==> config.mk <==
export PLATFORM = sky130hd
export DESIGN_NAME = ssd_decoder
export DESIGN_NICKNAME = d
export VERILOG_FILES = /design/src/rtl/ssd_decoder.sv
export SDC_FILE = /design/constraint.sdc
export NUM_CORES = 1
export LEC_CHECK = 0
export CAP_MARGIN = 20
export CELL_PAD_IN_SITES_DETAIL_PLACEMENT = 0
export CELL_PAD_IN_SITES_GLOBAL_PLACEMENT = 1
export CORE_ASPECT_RATIO = 0.7
export CORE_MARGIN = 2
export CORE_UTILIZATION = 37
export DETAILED_ROUTE_END_ITERATION = 16
export PLACE_DENSITY = 0.78
export RECOVER_POWER = 50
export SLEW_MARGIN = 25
export SYNTH_ARGS = -nofsm -noshare
export SYNTH_HDL_FRONTEND = slang
export SYNTH_SLANG_ARGS = --single-unit
==> constraint.sdc <==
create_clock -name clk -period 2.1 [get_ports clk]
set_clock_uncertainty 0.1 [all_clocks]
set_input_delay 0.525 -clock clk [delete_from_list [all_inputs] [get_ports clk]]
set_output_delay 0.525 -clock clk [all_outputs]
set_load 0.01 [all_outputs]
==> src/rtl/ssd_decoder.sv <==
// Purpose: debounce an active-low seven-segment pattern and decode it to BCD with an error flag.
// Latency: out_valid rises on the STABLE_CYCLES-th consecutive rising edge that samples the same pattern.
// Backpressure: single-entry output held under out_ready low; a result arriving while full is dropped and sets ovf.
//
// Ports:
//   clk        system clock, all state changes on its rising edge
//   resetn     synchronous active-low reset
//   hex_in     active-low segments, bit 6 = g ... bit 0 = a
//   out_ready  downstream accepts the held result when high
//   out_valid  out_digit/out_err hold an unconsumed result
//   out_digit  decoded BCD value, 4'hE on an error pattern
//   out_err    qualified pattern was neither a digit nor blank
//   ovf        sticky: a qualified result was dropped because the output was full
module ssd_decoder #(
    parameter int STABLE_CYCLES = 4
) (
    input  logic       clk,
    input  logic       resetn,
    input  logic [6:0] hex_in,
    input  logic       out_ready,
    output logic       out_valid,
    output logic [3:0] out_digit,
    output logic       out_err,
    output logic       ovf
);

    localparam logic [6:0] BLANK    = 7'h7F;
    localparam logic [3:0] CNT_MAX  = 4'(STABLE_CYCLES - 1);
    localparam logic [3:0] QUAL_CNT = 4'(STABLE_CYCLES - 2);

    logic [6:0] prev;
    logic [3:0] cnt;
    logic [6:0] last_emitted;

    logic [3:0] dec_digit;
    logic       dec_err;

    logic same;
    logic qual;
    logic new_pat;
    logic produce;
    logic load;

    always_comb begin
        dec_digit = 4'hE;
        dec_err   = 1'b1;
        case (hex_in)
            7'h40: begin dec_digit = 4'd0; dec_err = 1'b0; end
            7'h79: begin dec_digit = 4'd1; dec_err = 1'b0; end
            7'h24: begin dec_digit = 4'd2; dec_err = 1'b0; end
            7'h30: begin dec_digit = 4'd3; dec_err = 1'b0; end
            7'h19: begin dec_digit = 4'd4; dec_err = 1'b0; end
            7'h12: begin dec_digit = 4'd5; dec_err = 1'b0; end
            7'h02: begin dec_digit = 4'd6; dec_err = 1'b0; end
            7'h78: begin dec_digit = 4'd7; dec_err = 1'b0; end
            7'h00: begin dec_digit = 4'd8; dec_err = 1'b0; end
            7'h18: begin dec_digit = 4'd9; dec_err = 1'b0; end
            default: begin dec_digit = 4'hE; dec_err = 1'b1; end
        endcase
    end

    // cnt saturates at CNT_MAX, so cnt == QUAL_CNT can only be seen once
    // per unbroken run of the same pattern: qualification is one-shot.
    always_comb begin
        same    = (hex_in == prev);
        qual    = same && (cnt == QUAL_CNT);
        new_pat = qual && (hex_in != last_emitted);
        produce = new_pat && (hex_in != BLANK);
        load    = produce && (!out_valid || out_ready);
    end

    always_ff @(posedge clk) begin
        if (!resetn) begin
            prev         <= BLANK;
            cnt          <= 4'd0;
            last_emitted <= BLANK;
            out_valid    <= 1'b0;
            out_digit    <= 4'd0;
            out_err      <= 1'b0;
            ovf          <= 1'b0;
        end else begin
            prev <= hex_in;
            if (!same)
                cnt <= 4'd0;
            else if (cnt != CNT_MAX)
                cnt <= cnt + 4'd1;

            // A dropped result still updates last_emitted so the same
            // held pattern is not re-offered once the output drains.
            if (new_pat)
                last_emitted <= hex_in;

            if (load) begin
                out_valid <= 1'b1;
                out_digit <= dec_digit;
                out_err   <= dec_err;
            end else if (out_valid && out_ready) begin
                out_valid <= 1'b0;
            end

            if (produce && !load)
                ovf <= 1'b1;
        end
    end

endmodule

=== Word-level counts from Yosys, hierarchy flattened ===
Cells that the tools add are included.
W data, S select, Z words.

* Add/sub/neg operators: 1
* Multiply operators: 0
* Divide/modulo/power cells: 0
* $lt $le $gt $ge: 0
* Eq/ne operators: 14
* Shift operators: 0
* Mux-type cells: 4
* Bitwise gates (word level): 0
* Reductions and logical operators: 13

{| class="wikitable"
|+ Operator list
! kind !! number
|-
| $pmux W4 S10 || 1
|-
| $eq A7 B5 Y1 const B || 3
|-
| $eq A7 B7 Y1 const B || 3
|-
| $eq A7 B6 Y1 const B || 2
|-
| $reduce_or A10 Y1 || 1
|-
| $eq A7 B2 Y1 const B || 1
|-
| $eq A7 B7 Y1 || 1
|-
| $logic_not A7 Y1 || 1
|-
| $ne A7 B7 Y1 || 1
|-
| $ne A7 B7 Y1 const B || 1
|-
| $logic_and A1 B1 Y1 || 6
|-
| $add A4 B1 Y4 const B || 1
|-
| $eq A4 B2 Y1 const B || 1
|-
| $ne A4 B2 Y1 const B || 1
|-
| $mux W1 || 3
|-
| $logic_not A1 Y1 || 2
|-
| $reduce_and A2 Y1 || 1
|-
| $reduce_bool A2 Y1 || 1
|-
| $logic_or A1 B1 Y1 || 1
|}

* Bits in registers: 25
* Bits in latches: 0
* Bits in writable memories: 0
* ROM bits: 0
* Bits of input ports: 10
* Output and inout port bits: 7
* Logic and storage cells: 39
* Memories kept: 0

=== Logic depth before layout (Yosys ltp) ===
Gate-level depths: netlist (run 1).

* Word-level depth: 7
* Gate-level depth with buffers: 7
* Mapped depth without buffers: 7

=== Worst setup path after synthesis (run 1) ===
Ideal clock, no wire load.

* Path kind: input -> register
* From: in hex_in[5]
* To: reg out_digit[2]
* Arrival time: 1838 ps
* Setup slack: 31 ps
* Cell stages on the path: 7
* Path buffers: 2
* Cell sequence: clkbuf_1 -> buf_2 -> or2_1 -> a2111oi_0 -> nor3_1 -> a211oi_1 -> a211oi_2

* Word-level cells in the longest chain between the ends: 5
* Elaborated cells between the ends (all ways): 18
* Those cells by class: eq/ne (12); mux (1); reduce/logical (5)

{| class="wikitable"
|+ RTL lines
! element !! RTL line !! text
|-
| from (decl) || 19 || <nowiki>input logic [6:0] hex_in,</nowiki>
|-
| parallel branches: the longest is 5 deep, another holds $pmux W4 S10 || -- ||
|-
| to (signal assigned) || 95 || <nowiki>out_digit <= dec_digit;</nowiki>
|-
| to (decl) || 22 || <nowiki>output logic [3:0] out_digit,</nowiki>
|}

Parallel ways; which one is timed is not known.
A chain may end at the register's enable or synchronous reset.

=== Final worst setup path (run 1) ===
* From: reg cnt[0]
* To: reg out_digit[3]

* Word-level cells in the longest chain between the ends: 5

{| class="wikitable"
|+ RTL lines
! element !! RTL line !! text
|-
| from (decl) || 32 || <nowiki>logic [3:0] cnt;</nowiki>
|-
| from (signal assigned) || 86 || <nowiki>cnt <= cnt + 4'd1;</nowiki>
|-
| $eq A4 B2 Y1 || 66 || <nowiki>qual = same && (cnt == QUAL_CNT);</nowiki>
|-
| $logic_and A1 B1 Y1 || 66 ||
|-
| $logic_and A1 B1 Y1 || 67 || <nowiki>new_pat = qual && (hex_in != last_emitted);</nowiki>
|-
| $logic_and A1 B1 Y1 || 68 || <nowiki>produce = new_pat && (hex_in != BLANK);</nowiki>
|-
| $logic_and A1 B1 Y1 || 69 || <nowiki>load = produce && (!out_valid || out_ready);</nowiki>
|}

Every way passes these cells.

==> results of run 1 <==
-- metal layers --
metal  vias up  routed length (um)  global-route usage, %  share of wire [%]
met5         -                   0                      0                  0
met3         2                 166                   4.71                4.3
met4         0                  10                   2.73               0.26
li1        666                   -                      -                  -
met1       596                1910                   25.3                 49
met2        27                1790                   32.3                 46
-- sequential cells by signal (all words and copies together) (netlist names) --
register / flops
out_digit: 4
out_err: 1
last_emitted: 7
cnt: 4
prev: 7
ovf: 1
out_valid: 1
-- critical path, delay by kind of cell, from the launching register on --
family	cells	cell delay, ps
simple gates	2	950
compound gates	2	260
flops	1	330
fa+ha+maj	1	110
buf+inv	2	220
-- layout make-up --
cell class / count / area [sq um]
fillers: 323 / 1480
multi-input cells: 117 / 932
flip-flops and latches: 25 / 502
repair buffers: 61 / 497
well taps: 50 / 62.6
clock buffers: 4 / 45.0
inverters: 5 / 18.8
-- worst max-delay path by stage --
stage,slack (ps),to,cells after the start,start
2_1_floorplan,30,out_digit[2]$_SDFFE_PN0P_,7,hex_in[5]
6_report,40,out_digit[3]$_SDFFE_PN0P_,7,cnt[0]$_SDFFE_PN0P_
5_1_grt,-40,out_digit[0]$_SDFFE_PN0P_,6,cnt[0]$_SDFFE_PN0P_
3_3_place_gp,-600,out_digit[2]$_SDFFE_PN0P_,7,hex_in[1]
4_1_cts,1,out_digit[2]$_SDFFE_PN0P_,6,cnt[0]$_SDFFE_PN0P_
3_5_place_dp,-550,out_digit[2]$_SDFFE_PN0P_,8,hex_in[1]
-- cells in the mapped netlist, types with 3 or more instances --
master,count
mux2i_1,8
or2_1,4
nand3_1,6
nand2b_1,5
dfxtp_1,25
nand4_1,3
nor2_1,10
a211oi_1,4
o22ai_1,3
a21oi_1,7
xor2_1,3
nand2_1,15
clkbuf_1,6
inv_1,4
xnor2_1,15
-- power by group --
group          total [mW]  internal (mW)  switching, mW
Combinational       0.177         0.0904         0.0870
Sequential          0.486          0.481        0.00458
Clock               0.287          0.136          0.152
Total               0.950          0.707          0.243
-- per-stage QoR --
step	area [sq um]	utilization (%)	hold slack, ps	worst slack, ps
after floorplan	1380	-	363	31.0
after detailed placement	1860	52.6	365	-554
final	2060	58.2	391	35.6
after global routing	2060	58.2	407	-42.3
after global placement	1860	52.6	354	-604
after CTS	2000	56.5	376	1.03
-- logic make-up (layout without fill, tap and decap cells) --
family | Yosys count | count (layout) | share of synthesized area [%]
simple gates | 60 | 60 | 25.4
compound gates | 28 | 28 | 14.0
fa+ha+maj | 2 | 2 | 1.82
mux | 9 | 9 | 6.63
buf+inv | 15 | 70 | 4.36
flops | 25 | 25 | 36.3
xor+xnor | 18 | 18 | 11.4
-- what timing repair did --
| action | 4_1_cts | 5_1_grt |
|---|---|---|
| buffers inserted | 5 | 0 |
| resized for setup | 21 | 13 |
| pin swaps | 12 | 9 |
| setup endpoints to repair | 17 | 14 |
==> run_results.csv, run 1 <==
group,metric,value,unit
synth,yosysWarnings,0,
place,post-dp-hpwl,2880,um
sta,worst_pin_slew,460,ps
clocking,root_buffer,"clkbuf_8",
floorplan,initial_core_util,39.0,%
sta,max-slew-margin-rel,69.3,%
floorplan,die_x,76.9,um
place,io_buffers,16,
synth,ys_seq_elements,25,
layout,diodes,0,
min_path,hold_path.class,"reg -> reg",
min_path,worstHoldPathCells,2,
layout,area_growth,49.3,%
sta,layout_min_cycle_time,2060,ps
grt,grt_pass1_vias,1236,
place,place_congestion,0.844,
synth,synth_ff_type,"dfxtp_1",
status,status,"finished, final reports clean",
sta,tns,0,ps
power_and_ir_drop,power_density,462,nW/um^2
layout,layout_common_cells,"buf_4 (42), dfxtp_1 (24), nand2_1 (15)",
floorplan,io_pins,17,
routing,viasPerCell,4.93,
clocking,clk_pin_slew,90,ps
routing,routed_wl,3880,um
synth,yosysUniqueCellTypes,46,
synth,syn_inst,157,
critical_path,cp_slowest_cell,"or4_4",
critical_path,worstSetupStartpointType,"flip-flop",
sta,hold_viol_final,0,
routing,drc,0,
routing,first_iter_violations,46,
flow_run,cap_viol_max_count,0,
clocking,cts_tree,"done",
sta,setup_viol,0,
min_path,min_to,"out_err$_SDFFE_PN0P_",
clocking,cts.sinks,25,
synth,synth.avg_cell_area,8.77,sq um
synth,synth_area_leaders,"dfxtp_1 (36%), xnor2_1 (9.5%), mux2i_1 (5.8%), nand2_1 (4.1%), nor2_1 (2.7%)",
critical_path,rr_endpoint,"out_digit[3]$_SDFFE_PN0P_",
min_path,hp-start,"out_err$_SDFFE_PN0P_",
grt,grtUsageTotal,18.9,%
place,numPlacedInstances,253,
layout,stdcell_count,262,
critical_path,cp.arrival,2130,ps
layout,mostFrequentLayoutCell,"buf_4",
grt,antenna_found_initial,0,
floorplan,rows,18,
floorplan,core,3540,sq um
synth,synth_top_area_share,36.3,%
synth,synthesis.nets,169,
critical_path,r2r_slack,40,ps
clocking,hold_buffers,0,
grt,grt-ovfl-total,0,
critical_path,worstSetupPathType,"reg -> reg",
sta,slew_violations,0,
layout,drive_gt1_share,34.0,%
critical_path,required,2160,ps
clocking,clockBufferDepth,2,
synth,yosysSeqAreaShare,36.3,%
critical_path,path_cells,"inv_2, ha_4, or3b_4, or4_4, buf_6, o31ai_4, a21oi_1",
clocking,htreeDepth,1,
sta,rsz0062_at_grt,"true",
critical_path,critPathCaptureType,"flip-flop",
critical_path,regToRegStartpoint,"cnt[0]$_SDFFE_PN0P_",
synth,syn_area,1380,sq um
power_and_ir_drop,power_leakage,0.792,nW
critical_path,rr_worst_depth,7,
sta,max_freq,484,MHz
routing,wl_per_cell,14.8,um
power_and_ir_drop,total_power,0.950,mW
floorplan,fp.dieArea,4240,sq um
power_and_ir_drop,peakVddDrop,0.233,mV
critical_path,worst_path_largest_cell_delay,570,ps
layout,nets,225,
sta,period_share,98.3,%
clocking,cts_buffers,3,
floorplan,die_y,55.1,um
routing,first_pass_iters,4,
synth,async_reset_ff_share,0,%
critical_path,cp_max_fo,3,
clocking,clk_latency,270,ps
synth,synth_edf_count,0,
routing,ant_nets,0,
grt,grt_max_degree,17,
synth,synth_largest_area_cell,"dfxtp_1",
routing,vias,1291,
grt,grt_pass1_wl,6140,um
Power figures use the tool's default switching activity.
==> run 2, diff against run 1 <==
--- a/config.mk
+++ b/config.mk
@@ -5,12 +5,13 @@
 export SDC_FILE = /design/constraint.sdc
 export NUM_CORES = 1
 export LEC_CHECK = 0
+export ABC_AREA = 1
 export CAP_MARGIN = 20
 export CELL_PAD_IN_SITES_DETAIL_PLACEMENT = 0
 export CELL_PAD_IN_SITES_GLOBAL_PLACEMENT = 1
 export CORE_ASPECT_RATIO = 0.7
 export CORE_MARGIN = 2
-export CORE_UTILIZATION = 37
+export CORE_UTILIZATION = 35
 export DETAILED_ROUTE_END_ITERATION = 16
 export PLACE_DENSITY = 0.78
 export RECOVER_POWER = 50
==> run 2 against run 1 <==
Net effect: worst hold slack got worse by 30 ps; global-route usage fell by 3.3 points; die area rose by 15%; synthesized cell count rose by 46%; utilization fell by 8.0 points; maximum frequency rose by 4.6%; final cell count rose by 25%; critical path type is now in -> reg.
==> run_results.csv, run 2 <==
group,metric,value,unit
grt,grt_max_degree,15,
floorplan,die_y,58.9,um
place,place_congestion,0.862,
critical_path,required,2160,ps
clocking,hold_buffers,0,
sta,max_freq,507,MHz
power_and_ir_drop,total_power,0.936,mW
status,status,"finished, final reports clean",
clocking,cts_tree,"done",
power_and_ir_drop,peakVddDrop,0.301,mV
routing,first_iter_violations,53,
sta,worst_pin_slew,382,ps
synth,yosys.cell_count.top_type,"nand2_1",
clocking,clk_pin_slew,100,ps
routing,vias,1433,
floorplan,rows,19,
place,place_area,1960,sq um
synth,syn_inst,229,
place,post-dp-hpwl,2760,um
layout,layout_common_cells,"nand2_1 (77), nor2_1 (35), inv_1 (28)",
sta,tns,0,ps
floorplan,io_pins,17,
floorplan,die_x,82.4,um
synth,synth_edf_count,0,
power_and_ir_drop,power_leakage,1.05,nW
layout,drive_gt1_share,21.8,%
sta,hold_viol_final,0,
routing,routed_wl,3450,um
synth,synthesis.nets,241,
place,io_buffers,16,
sta,max-slew-margin-rel,74.5,%
critical_path,worstSetupStartpointType,"input pin",
layout,mostFrequentLayoutCell,"nand2_1",
floorplan,core,4020,sq um
routing,first_pass_iters,4,
layout,fillerInstances,414,
floorplan,initial_core_util,37.5,%
grt,grt_pass1_vias,1230,
layout,stdcell_count,327,
clocking,clk_latency,270,ps
sta,slew_violations,0,
critical_path,critPathCaptureType,"flip-flop",
grt,grtUsageTotal,15.7,%
layout,stdcell_area,2010,sq um
synth,synth_top_area_share,33.2,%
clocking,cts.sinks,25,
power_and_ir_drop,power_density,465,nW/um^2
synth,async_reset_ff_share,0,%
clocking,cts_buffers,3,
critical_path,cp_max_fo,8,
critical_path,cp.arrival,2030,ps
grt,grt-ovfl-total,0,
synth,synth.avg_cell_area,6.58,sq um
sta,rsz0062_at_grt,"false",
synth,ys_seq_elements,25,
place,numPlacedInstances,323,
grt,antenna_found_initial,0,
routing,ant_nets,0,
layout,nets,288,
synth,yosysWarnings,0,
synth,yosysSeqAreaShare,33.2,%
clocking,htreeDepth,1,
layout,reg.largest.list,"last_emitted x7, prev x7",
routing,viasPerCell,4.38,
routing,wl_per_cell,10.6,um
grt,grt_pass1_wl,5710,um
layout,area_growth,33.7,%
floorplan,fp.dieArea,4850,sq um
layout,diodes,0,
sta,setup_viol,0,
sta,period_share,94.0,%
clocking,root_buffer,"clkbuf_8",
flow_run,cap_viol_max_count,0,
synth,synthTopCellsByCount,"nand2_1 (77), nor2_1 (35), inv_1 (28)",
synth,synth_area_leaders,"dfxtp_1 (33%), nand2_1 (19%), nor2_1 (8.7%), inv_1 (7.0%), o211ai_2 (3.3%)",
min_path,hold_path.class,"reg -> reg",
synth,synth_largest_area_cell,"dfxtp_1",
clocking,clockBufferDepth,2,
synth,synth_ff_type,"dfxtp_1",
sta,layout_min_cycle_time,1970,ps
routing,drc,0,
critical_path,worstSetupPathType,"in -> reg",
synth,yosysUniqueCellTypes,31,
synth,syn_area,1510,sq um
## run 2: changes by cell type in the layout (fill, tap and decap cells not counted), sizes merged, moves of 5 or more
cell | before | now
nand2b | 5 | 0
nand2 | 16 | 82
xnor2 | 15 | 4
o211ai | 0 | 7
inv | 5 | 34
dlygate4sd2 | 6 | 0
nor2 | 10 | 39
mux2i | 8 | 0
buf | 45 | 29
## run 2: cell type report
| class | count | area (sq um) | area share, % |
|---|---|---|---|
| multi-input combinational | 166 | 856 | 42.5 |
| clock buffer | 3 | 41.3 | 2.05 |
| inverter | 34 | 130 | 6.46 |
| sequential | 25 | 500 | 24.8 |
| tap | 52 | 65.1 | 3.23 |
| clock inverter | 1 | 5.00 | 0.248 |
| timing repair buffer | 46 | 417 | 20.7 |
## run 2: path summary, 6_finish.rpt
| kind | to | slack, ps | startpoint | cells after the start |
|---|---|---|---|---|
| worst max register to register | last_emitted[0]$_SDFFE_PN1P_ | 510 | prev[2]$_SDFF_PN1_ | 11 |
| worst min register to register | ovf$_SDFFE_PN0P_ | 360 | ovf$_SDFFE_PN0P_ | 2 |
| worst max-delay path | last_emitted[0]$_SDFFE_PN1P_ | 130 | hex_in[6] | 10 |
| worst min-delay path | ovf$_SDFFE_PN0P_ | 360 | ovf$_SDFFE_PN0P_ | 2 |
## run 2: logic make-up after synthesis
kind of cell,share of synthesized area (%)
AND/OR/NAND/NOR,43.9
AO/OA/AOI/OAI,6.89
flip-flops,33.2
buffers and inverters,10.3
XOR/XNOR,4.07
adder cells (fa/ha/maj),1.66
## run 2: power by group
group          total (mW)  switching [mW]  internal, mW
Clock               0.298           0.165         0.133
Sequential          0.484         0.00347         0.481
Combinational       0.153          0.0817        0.0715
## run 2: worst max-delay path, stage by stage
cell and delay (ps):
clkdlybuf4s50_1 510, xnor2_1 120, buf_4 140, nand3_2 100
nor2_4 130, nand2_4 80, nor2_8 180, inv_4 80
nand2_1 80, o211ai_2 70
## run 2: routing by layer
metal | routed length [um] | GRT usage [%] | vias up
li1 | - | - | 796
met2 | 1340 | 22.1 | 27
met3 | 186 | 3.68 | 2
met4 | 13 | 1.43 | 0
met5 | 0 | 0 | -
met1 | 1910 | 24.8 | 608
## run 2: stage by stage
stage | setup WS, ps | utilization (%) | hold slack [ps]
after floorplan | 330 | - | 359
after global placement | -210 | 48.7 | 355
after detailed placement | -209 | 48.7 | 356
after CTS | 74.2 | 49.9 | 371
after global routing | 1.34 | 50.1 | 385
final | 127 | 50.1 | 362
## run 2: what timing repair did
action / 4_1_cts / 5_1_grt
resized for setup: 0 / 5
setup buffers: 0 / 0
setup endpoints to repair: 0 / 10
